`src/rtl/mac_dot_sched.sv`:
```
`default_nettype none
// ============================================================================
// Module      : mac_dot_sched
// Description : Drives a 3-cycle int8 multiply-add slice with three
//               interleaved partial sums, then reduces them to one dot product.
// Revision    : 1.0 - initial release
// ============================================================================
module mac_dot_sched #(
    parameter int LEN_W = 16
) (
    input  logic             clk,
    input  logic             rst,
    input  logic             start,
    input  logic [LEN_W-1:0] cfg_len,
    output logic             busy,
    input  logic             in_valid,
    output logic             in_ready,
    input  logic [7:0]       pixel_in,
    input  logic [7:0]       weight_in,
    output logic             dsp_en,
    output logic [7:0]       dsp_pixel,
    output logic [7:0]       dsp_weight,
    output logic [31:0]      dsp_acc,
    input  logic [31:0]      dsp_data,
    output logic             out_valid,
    input  logic             out_ready,
    output logic [31:0]      out_data
);

    localparam logic [1:0]       c_ST_IDLE   = 2'd0;
    localparam logic [1:0]       c_ST_ACC    = 2'd1;
    localparam logic [1:0]       c_ST_DRAIN  = 2'd2;
    localparam logic [1:0]       c_ST_OUT    = 2'd3;
    localparam logic [LEN_W-1:0] c_ONE       = LEN_W'(1);
    localparam logic [LEN_W-1:0] c_SLOTS     = LEN_W'(3);
    localparam logic [LEN_W:0]   c_DRAIN_MIN = (LEN_W+1)'(3);

    logic [1:0]       r_state;
    logic [LEN_W-1:0] r_len;
    logic [LEN_W-1:0] r_cnt;
    logic [1:0]       r_drain;
    logic [31:0]      r_sum;

    logic             w_beat;
    logic             w_last;
    logic [LEN_W:0]   w_drain_pos;
    logic             w_drain_keep;

    assign w_beat       = (r_state == c_ST_ACC) && in_valid;
    assign w_last       = (r_cnt == r_len - c_ONE);
    // Drain slot d holds the chain ending at issue N-3+d; negative means the
    // slot never received an issue this job and carries stale slice data.
    assign w_drain_pos  = {1'b0, r_len} + {{(LEN_W-1){1'b0}}, r_drain};
    assign w_drain_keep = (w_drain_pos >= c_DRAIN_MIN);

    assign busy      = (r_state != c_ST_IDLE);
    assign in_ready  = (r_state == c_ST_ACC);
    assign out_valid = (r_state == c_ST_OUT);
    assign out_data  = r_sum;

    always_comb begin
        dsp_en     = 1'b0;
        dsp_pixel  = 8'd0;
        dsp_weight = 8'd0;
        dsp_acc    = 32'd0;
        case (r_state)
            c_ST_ACC: begin
                if (in_valid) begin
                    dsp_en     = 1'b1;
                    dsp_pixel  = pixel_in;
                    dsp_weight = weight_in;
                    // First issue of each of the three slots starts from zero
                    dsp_acc    = (r_cnt < c_SLOTS) ? 32'd0 : dsp_data;
                end
            end
            c_ST_DRAIN: dsp_en = 1'b1;
            default: ;
        endcase
    end

    always_ff @(posedge clk or posedge rst) begin
        if (rst) begin
            r_state <= c_ST_IDLE;
            r_len   <= '0;
            r_cnt   <= '0;
            r_drain <= 2'd0;
            r_sum   <= 32'd0;
        end else begin
            case (r_state)
                c_ST_IDLE: begin
                    if (start) begin
                        r_len   <= cfg_len;
                        r_cnt   <= '0;
                        r_drain <= 2'd0;
                        r_sum   <= 32'd0;
                        r_state <= (cfg_len == '0) ? c_ST_OUT : c_ST_ACC;
                    end
                end
                c_ST_ACC: begin
                    if (w_beat) begin
                        r_cnt <= r_cnt + c_ONE;
                        if (w_last) begin
                            r_state <= c_ST_DRAIN;
                        end
                    end
                end
                c_ST_DRAIN: begin
                    if (w_drain_keep) begin
                        r_sum <= r_sum + dsp_data;
                    end
                    r_drain <= r_drain + 2'd1;
                    if (r_drain == 2'd2) begin
                        r_state <= c_ST_OUT;
                    end
                end
                c_ST_OUT: begin
                    if (out_ready) begin
                        r_state <= c_ST_IDLE;
                    end
                end
                default: r_state <= c_ST_IDLE;
            endcase
        end
    end

endmodule
`default_nettype wire

```
`config.mk`:
```
export PLATFORM = sky130hd
export DESIGN_NAME = mac_dot_sched
export DESIGN_NICKNAME = d
export VERILOG_FILES = /design/src/rtl/mac_dot_sched.sv
export SDC_FILE = /design/constraint.sdc
export NUM_CORES = 1
export LEC_CHECK = 0
export ABC_AREA = 1
export BUFFER_PORTS_ARGS = -buffer_cell sky130_fd_sc_hd__buf_2
export CELL_PAD_IN_SITES_DETAIL_PLACEMENT = 1
export CELL_PAD_IN_SITES_GLOBAL_PLACEMENT = 1
export CORE_ASPECT_RATIO = 0.8
export CORE_MARGIN = 2
export CORE_UTILIZATION = 30
export DETAILED_ROUTE_END_ITERATION = 7
export HOLD_SLACK_MARGIN = 0.02
export PLACE_DENSITY_LB_ADDON = 0.1
export REMOVE_ABC_BUFFERS = 1
export SLEW_MARGIN = 20
export SYNTH_ARGS = -nofsm -noshare
export SYNTH_HDL_FRONTEND = slang
export SYNTH_SLANG_ARGS = --single-unit
```
`constraint.sdc`:
```
create_clock -name clk -period 7.3 [get_ports clk]
set_input_delay 1.825 -clock clk [delete_from_list [all_inputs] [get_ports clk]]
set_output_delay 1.825 -clock clk [all_outputs]
set_load 0.02 [all_outputs]
```
==> results.md, run 1 <==
* Status: finished, final reports clean
* CTS root buf: clkbuf_16
* Post-Syn Instances at 1163
* Hold path startpoint: out_data[15]
* Initial Util at 30.6%
* Critical path's largest stage delay at 390 ps
* Power Dens Cells at 354 nW/µm²
* Core area at 22500 µm²
* DR iter-0 viols at 446
* CTS tree: yes
* Final hold violations at 0
* Share of post-route cells with drive strength above 1 at 15.4%
* CP arrival at 3230 ps
* First-pass GRT wire length at 42.1 mm
* Part of the Yosys area used for sequential elements at 24.7%
* WP buf/inv at 4
* Post-synth top area share at 24.7%
* Lkg Pwr at 0.00455 µW
* Max-slew headroom at 37.9%
* Setup TNS at 0 ps
* Synthesized area per cell at 5.93 µm²
* Post-CTS Hold Fix Bufs at 0
* Critical-path top delay cell: buf_4
* Max Slew Vio Count at 0
* Req. time, crit path at 5480 ps
* Fin crit share at 69.3%
* Clock Latency Late Sink at 350 ps
* Area growth syn-to-layout at 19.1%
* Clock sink total at 68
* FMAX at 0.198 GHz
* Pin count of the biggest net entering global routing at 69
* Final cell count without fillers at 1610
* Most used DFF post-synth: dfrtp_1
* Total track usage at 21.7%
* Final Setup Violations at 0
* Slew @ Worst Pin at 932 ps
* Final Skew at 7.23 ps
* Most common cell after layout, fill and taps aside: nand2_1
* Most frequent cells in the layout: nand2_1 (364), nor2_1 (176), buf_2 (152)
* Die Wd at 173 µm
* ANT nets after route at 0
* Critical path type: in2out
* H-tree depth at 3
* DR DRC count at 0
* Worst R2R Start: r_len[0]
* #FFs+latches synth at 68
* DP Cell Count at 1594
* Clock tree buffer depth at 2
* Hold Path Class: reg2reg
* Area contributors post-synth: dfrtp_1 (25%), nand2_1 (20%), nor2_1 (9.6%)
* EDFF count, synth at 0
* Clock-pin slew on the worst setup and hold paths at 60 ps
* Hpwl dp at 20.3 mm
* Total congestion overflow at 0
* Vias per cell at 4.78
* DIE AREA at 24200 µm²
* Fill cells at 3070
* IO Count at 153
* Unrepaired setup endpoints after global routing: false
* Max_cap viols at 0
* Critical path startpoint: in_valid
* Initial antenna violation count at 0
* Yosys top cell by area: dfrtp_1
* Row count at 49
* Total Routed Length at 25.3 mm
* Post-CTS setup buffer count at 0
* Avg WL per Cell at 15.7 µm
* Num CTS Buffers at 9
* DR vias at 7691
* Synth Warn # at 0
* Library cells used by synthesis at 41
* Port Buffer Count at 152
* Vias in the first global route at 7763
* Nets at 1411
* Peak supply drop at 0.144 mV
* Resized cells post-CTS at 0
* Startpoint Class: input port
* DR pass1 iterations at 5
* FFs w/ async S/R, synth at 100%
* Critical path endpoint category: output pin
* N_diodes at 0
* CP cell instances: buf_2 -> nand2_1 -> clkinv_1 -> buf_4 -> nand2_1 -> nor2_1 -> buf_2
* Placer congestion estimate at 0.895
* Synth Cell Area at 6890 µm²
* Die H at 140 µm
* Min Tclk post-route at 5060 ps
* Max FO, Critical Path at 34
* Delay-heaviest family, CP: buffers and inverters
-- report_power, final --
group	switching, µW	internal [µW]
registers	187	500
clock network	186	249
logic	1220	566
total	1590	1310
-- tightest hold or removal path, stage by stage (launching register included) --
cell and delay, ps:
dfrtp_1 360, nand2_1 60, nand2_1 50
-- final cells by class --
cell class | count | area (µm²) | share of cell area, %
Multi-Input combinational cell | 907 | 4450 | 54.3
Sequential cell | 68 | 1700 | 20.7
Timing Repair Buffer | 158 | 806 | 9.82
Inverter | 155 | 582 | 7.09
Tap cell | 306 | 383 | 4.66
Clock buffer | 13 | 260 | 3.17
Clock inverter | 3 | 21.3 | 0.259
-- flip-flops by register name, summed over array words and instances, names as in the netlist --
signal / cells
out_data: 32
r_cnt: 16
r_drain: 2
r_len: 16
r_state: 2
-- logic make-up (layout without fill, tap and decap cells) --
group | after synthesis | in the layout | share of synthesized area [%]
buffers and inverters | 188 | 329 | 10.9
AO/OA/AOI/OAI | 118 | 118 | 8.98
adder cells (fa/ha/maj) | 43 | 43 | 8.02
AND/OR/NAND/NOR | 717 | 717 | 43.8
XOR/XNOR | 29 | 29 | 3.68
flip-flops | 68 | 68 | 24.7
-- path summary, 6_finish.rpt --
kind | endpoint | slack [ps] | depth (start not counted)
worst max-delay path | dsp_acc[2] | 2240 | 7
worst min-delay path | out_data[15] | 500 | 2
worst max register to register | out_data[31] | 4350 | 14
worst min register to register | out_data[15] | 500 | 2
max in group asynchronous | r_cnt[12] | 4940 | 3
min in group asynchronous | r_len[4] | 1770 | 3
-- layer usage --
metal	track usage (%)	vias up	routed length, µm
li1	-	3957	-
met1	35.3	3547	14700
met2	29.1	173	9150
met3	4.23	14	1290
met4	3.43	0	170
met5	0	-	0
-- Yosys cell counts (all sizes together), types with 4 or more instances --
library cell and count:
xnor2 18, o21bai 4, nor2 180, xor2 11, dfrtp 68, nand4 19
clkbuf 23, nand2 378, a21oi 50, ha 41, nor4 6, buf 10
nand3 97, o21ai 56, nor3 28, nand3b 5, inv 153
-- through the flow --
| step | utilization, % | total power [µW] | instance area [µm²] | setup slack, ps | hold WS, ps |
|---|---|---|---|---|---|
| 3_5_place_dp | 35.2 | 2470 | 7930 | 2210 | 487 |
| 2_1_floorplan | - | 1880 | 6730 | 1950 | 490 |
| 4_1_cts | 36.5 | 2920 | 8210 | 2210 | 501 |
| 3_3_place_gp | 35.2 | 2440 | 7930 | 2230 | 481 |
| 6_report | 36.5 | 2900 | 8210 | 2240 | 499 |
| 5_1_grt | 36.5 | 3210 | 8210 | 2010 | 533 |
(Power assumes the default switching activity.)
==> run 2, diff against run 1 <==
--- a/config.mk
+++ b/config.mk
@@ -5,7 +5,7 @@
 export SDC_FILE = /design/constraint.sdc
 export NUM_CORES = 1
 export LEC_CHECK = 0
-export ABC_AREA = 1
+export ABC_AREA = 0
 export BUFFER_PORTS_ARGS = -buffer_cell sky130_fd_sc_hd__buf_2
 export CELL_PAD_IN_SITES_DETAIL_PLACEMENT = 1
 export CELL_PAD_IN_SITES_GLOBAL_PLACEMENT = 1
==> constraint.sdc (replaced) <==
create_clock -name clk -period 5.1 [get_ports clk]
set_input_delay 1.275 -clock clk [delete_from_list [all_inputs] [get_ports clk]]
set_output_delay 1.275 -clock clk [all_outputs]
set_load 0.02 [all_outputs]
==> run 2 against run 1 <==
Sequential share of layout area increased by 4.9 points. Synthesized area decreased by 21%. Core utilization increased by 0.56 points. Final area decreased by 19%. Non-clock buffer count decreased by 2. Via count decreased by 34%. First-iteration DRC count decreased by 61%. Power increased by 18%. Worst setup slack got worse by 1000 ps. Die area decreased by 20%. Register-to-register slack got worse by 2400 ps.
==> results.md, run 2 <==
* Met3 track demand over resource at 3.44% (-0.79 points)
* Psw at 1580 µW (-0.71%)
* Vias per cell at 5.18 (+8.5%)
* Max Slew Vio Count at 0 (unchanged)
* Pin count of the biggest net entering global routing at 49 (-29%)
* FMAX at 0.258 GHz
* Post-CTS Hold Fix Bufs at 0 (unchanged)
* FFs w/ async S/R, synth at 100% (unchanged)
* CTS root buf: clkbuf_16
* Status: finished, final reports clean
* Hold Path Class: reg2reg
* Pre-CTS setup slack at 985 ps (-1230 ps)
* Final setup margin at 1220 ps (-1020 ps)
* Avg WL per Cell at 17.0 µm (+8.0%)
* Clock tree buffer depth at 2 (unchanged)
* Most used DFF post-synth: dfrtp_1
* Met2 Resource Use GR at 27.1% (-2.0 points)
* Max-slew headroom at 31.1% (-6.8 points)
* Share of post-route cells with drive strength above 1 at 25.7% (+10 points)
* N_diodes at 0 (unchanged)
* Row count at 44 (-10%)
* Switch share at 46.2% (-8.6 points)
* Grt met1 use at 25.8% (-9.5 points)
* Yosys top cell by area: dfrtp_1
* GR peak layer: met2
* Critical path type: reg2out
* Clock sink total at 68 (unchanged)
* Final Setup Violations at 0 (unchanged)
* EDFF count, synth at 0 (unchanged)
* Synthesized area per cell at 8.82 µm² (+49%)
* Nets at 866 (-39%)
* Initial antenna violation count at 0 (unchanged)
* Req. time, crit path at 3830 ps (-1650 ps)
* Area growth syn-to-layout at 21.9%
* Die Wd at 155 µm (-11%)
* Synth Warn # at 0 (unchanged)
* CP arrival at 2600 ps (-630 ps)
* Synth Cell Area at 5450 µm² (-21%)
* H-tree depth at 3 (unchanged)
* Resized cells post-CTS at 0 (unchanged)
* Library cells used by synthesis at 58 (+41%)
* First-pass GRT wire length at 27.7 mm (-34%)
* DR DRC count at 0 (unchanged)
* Logic pwr share at 56.3% (-5.1 points)
* DR iter-0 viols at 174 (-61%)
* ANT nets after route at 0 (unchanged)
* Top cells by count, synth: dfrtp_1 (68), a21oi_1 (42), ha_1 (41)
* Total track usage at 17.8% (-3.9 points)
* Post-Syn Instances at 618 (-47%)
* Unrepaired setup endpoints after global routing: false
* Part of the Yosys area used for sequential elements at 31.2% (+6.5 points)
* Slew @ Worst Pin at 1030 ps (+97.8 ps)
* Area contributors post-synth: dfrtp_1 (31%), ha_1 (9.4%), xnor2_1 (6.3%)
* Clock-pin slew on the worst setup and hold paths at 60 ps (about the same)
* Die H at 125 µm (-11%)
* Lkg Pwr at 0.00330 µW (-27%)
* Port Buffer Count at 152 (unchanged)
* Sequential Power Share at 28.0% (+4.3 points)
* Most frequent cells in the layout: buf_2 (152), dfrtp_1 (68), a21oi_1 (42)
* Max_cap viols at 0 (unchanged)
* DIE AREA at 19300 µm² (-20%)
* #FFs+latches synth at 68 (unchanged)
* Min Tclk post-route at 3880 ps
* Number of flip-flops in the largest register at 32 (unchanged)
* Final design area excluding fillers at 6650 µm² (-19%)
* Power Internal at 1840 µW (+40%)
* DP Area at 6410 µm² (-19%)
* DR pass1 iterations at 4 (-1)
* Setup TNS at 0 ps (unchanged)
* Most common cell in the synthesized netlist: dfrtp_1
* Vias in the first global route at 5338 (-31%)
* Power Dens Cells at 514 nW/µm² (+45%)
* Placer congestion estimate at 0.821 (-8.2%)
* Total congestion overflow at 0 (unchanged)
* Core area at 17900 µm² (-20%)
* Most common cell after layout, fill and taps aside: buf_2
* CTS tree: yes
* Final hold violations at 0 (unchanged)
* Fin crit share at 76.0%
* Initial Util at 30.4% (-0.26 points)
* Max FO, Critical Path at 32 (-5.9%)
* Clock Latency Late Sink at 340 ps (about the same)
* Hpwl dp at 12.8 mm (-37%)
* Num CTS Buffers at 9 (unchanged)
* IO Count at 153 (unchanged)
* Peak supply drop at 0.176 mV (+23%)
* Pwr Total at 3420 µW (+18%)
* Total Routed Length at 16.7 mm (-34%)
* Final Skew at 11.2 ps (+4.02 ps)
* Post-CTS setup buffer count at 0 (unchanged)
* DR vias at 5099 (-34%)
* Startpoint Class: flop
* Post-synth top area share at 31.2% (+6.5 points)
* Clock power share at 15.8% (+0.8 points)
* Critical path endpoint category: output pin
run 2: cell families (layout without fill, tap and decap cells):
group,after synthesis,in the layout,synth area share [%]
adder cells (fa/ha/maj),43,43,10.1
AND/OR/NAND/NOR,212,212,21.0
AO/OA/AOI/OAI,160,160,19.8
multiplexers,20,20,4.13
XOR/XNOR,61,61,9.80
buffers and inverters,54,190,3.92
flip-flops,68,68,31.2
run 2: power by group through the flow:
stage	Sequential, µW	Clock [µW]	Combinational, µW
floorplan	981	0	1320
global placement	962	0	1880
detailed placement	967	0	1930
CTS	960	563	1940
global route	995	581	2150
finish	955	538	1920
run 2: routing by layer:
metal,vias up,part of all wire [%]
met5,-,0
met4,0,0.92
met3,13,4.4
met2,114,43
met1,2469,52
li1,2503,-
run 2: final cells by class:
| class | count | area (µm²) |
|---|---|---|
| flip-flops and latches | 68 | 1700 |
| well taps | 230 | 288 |
| clock buffers | 10 | 229 |
| inverters | 23 | 87.6 |
| multi-input cells | 496 | 3550 |
| repair buffers | 156 | 791 |
| clock inverters | 1 | 5.00 |
| fillers | 2160 | 11300 |
run 2: worst max-delay path, stage by stage (launching register included):
cell and delay [ps]:
dfrtp_1 410, inv_1 120, ha_1 650, nand2_1 210, a41oi_2 210, buf_4 300, and2_1 180, buf_2 160
run 2: worst paths after layout:
check                      slack [ps]      endpoint   startpoint  depth (start not counted)
min in group asynchronous        1100  out_data[20]          rst                          2
hold reg to reg                   540   out_data[5]  out_data[5]                          1
setup reg to reg                 1930  out_data[30]  out_data[0]                         11
setup / recovery                 1220   dsp_acc[20]   r_state[1]                          7
max in group asynchronous        3160      r_len[6]          rst                          3
hold / removal                    540   out_data[5]  out_data[5]                          1
run 2: stage by stage:
stage          instances  util (%)  hold WS (ps)
4_1_cts              984      37.0           536
3_5_place_dp         973      35.7           518
5_1_grt              984      37.0           561
2_1_floorplan        587         -           483
3_3_place_gp         973      35.7           509
6_report             984      37.0           536
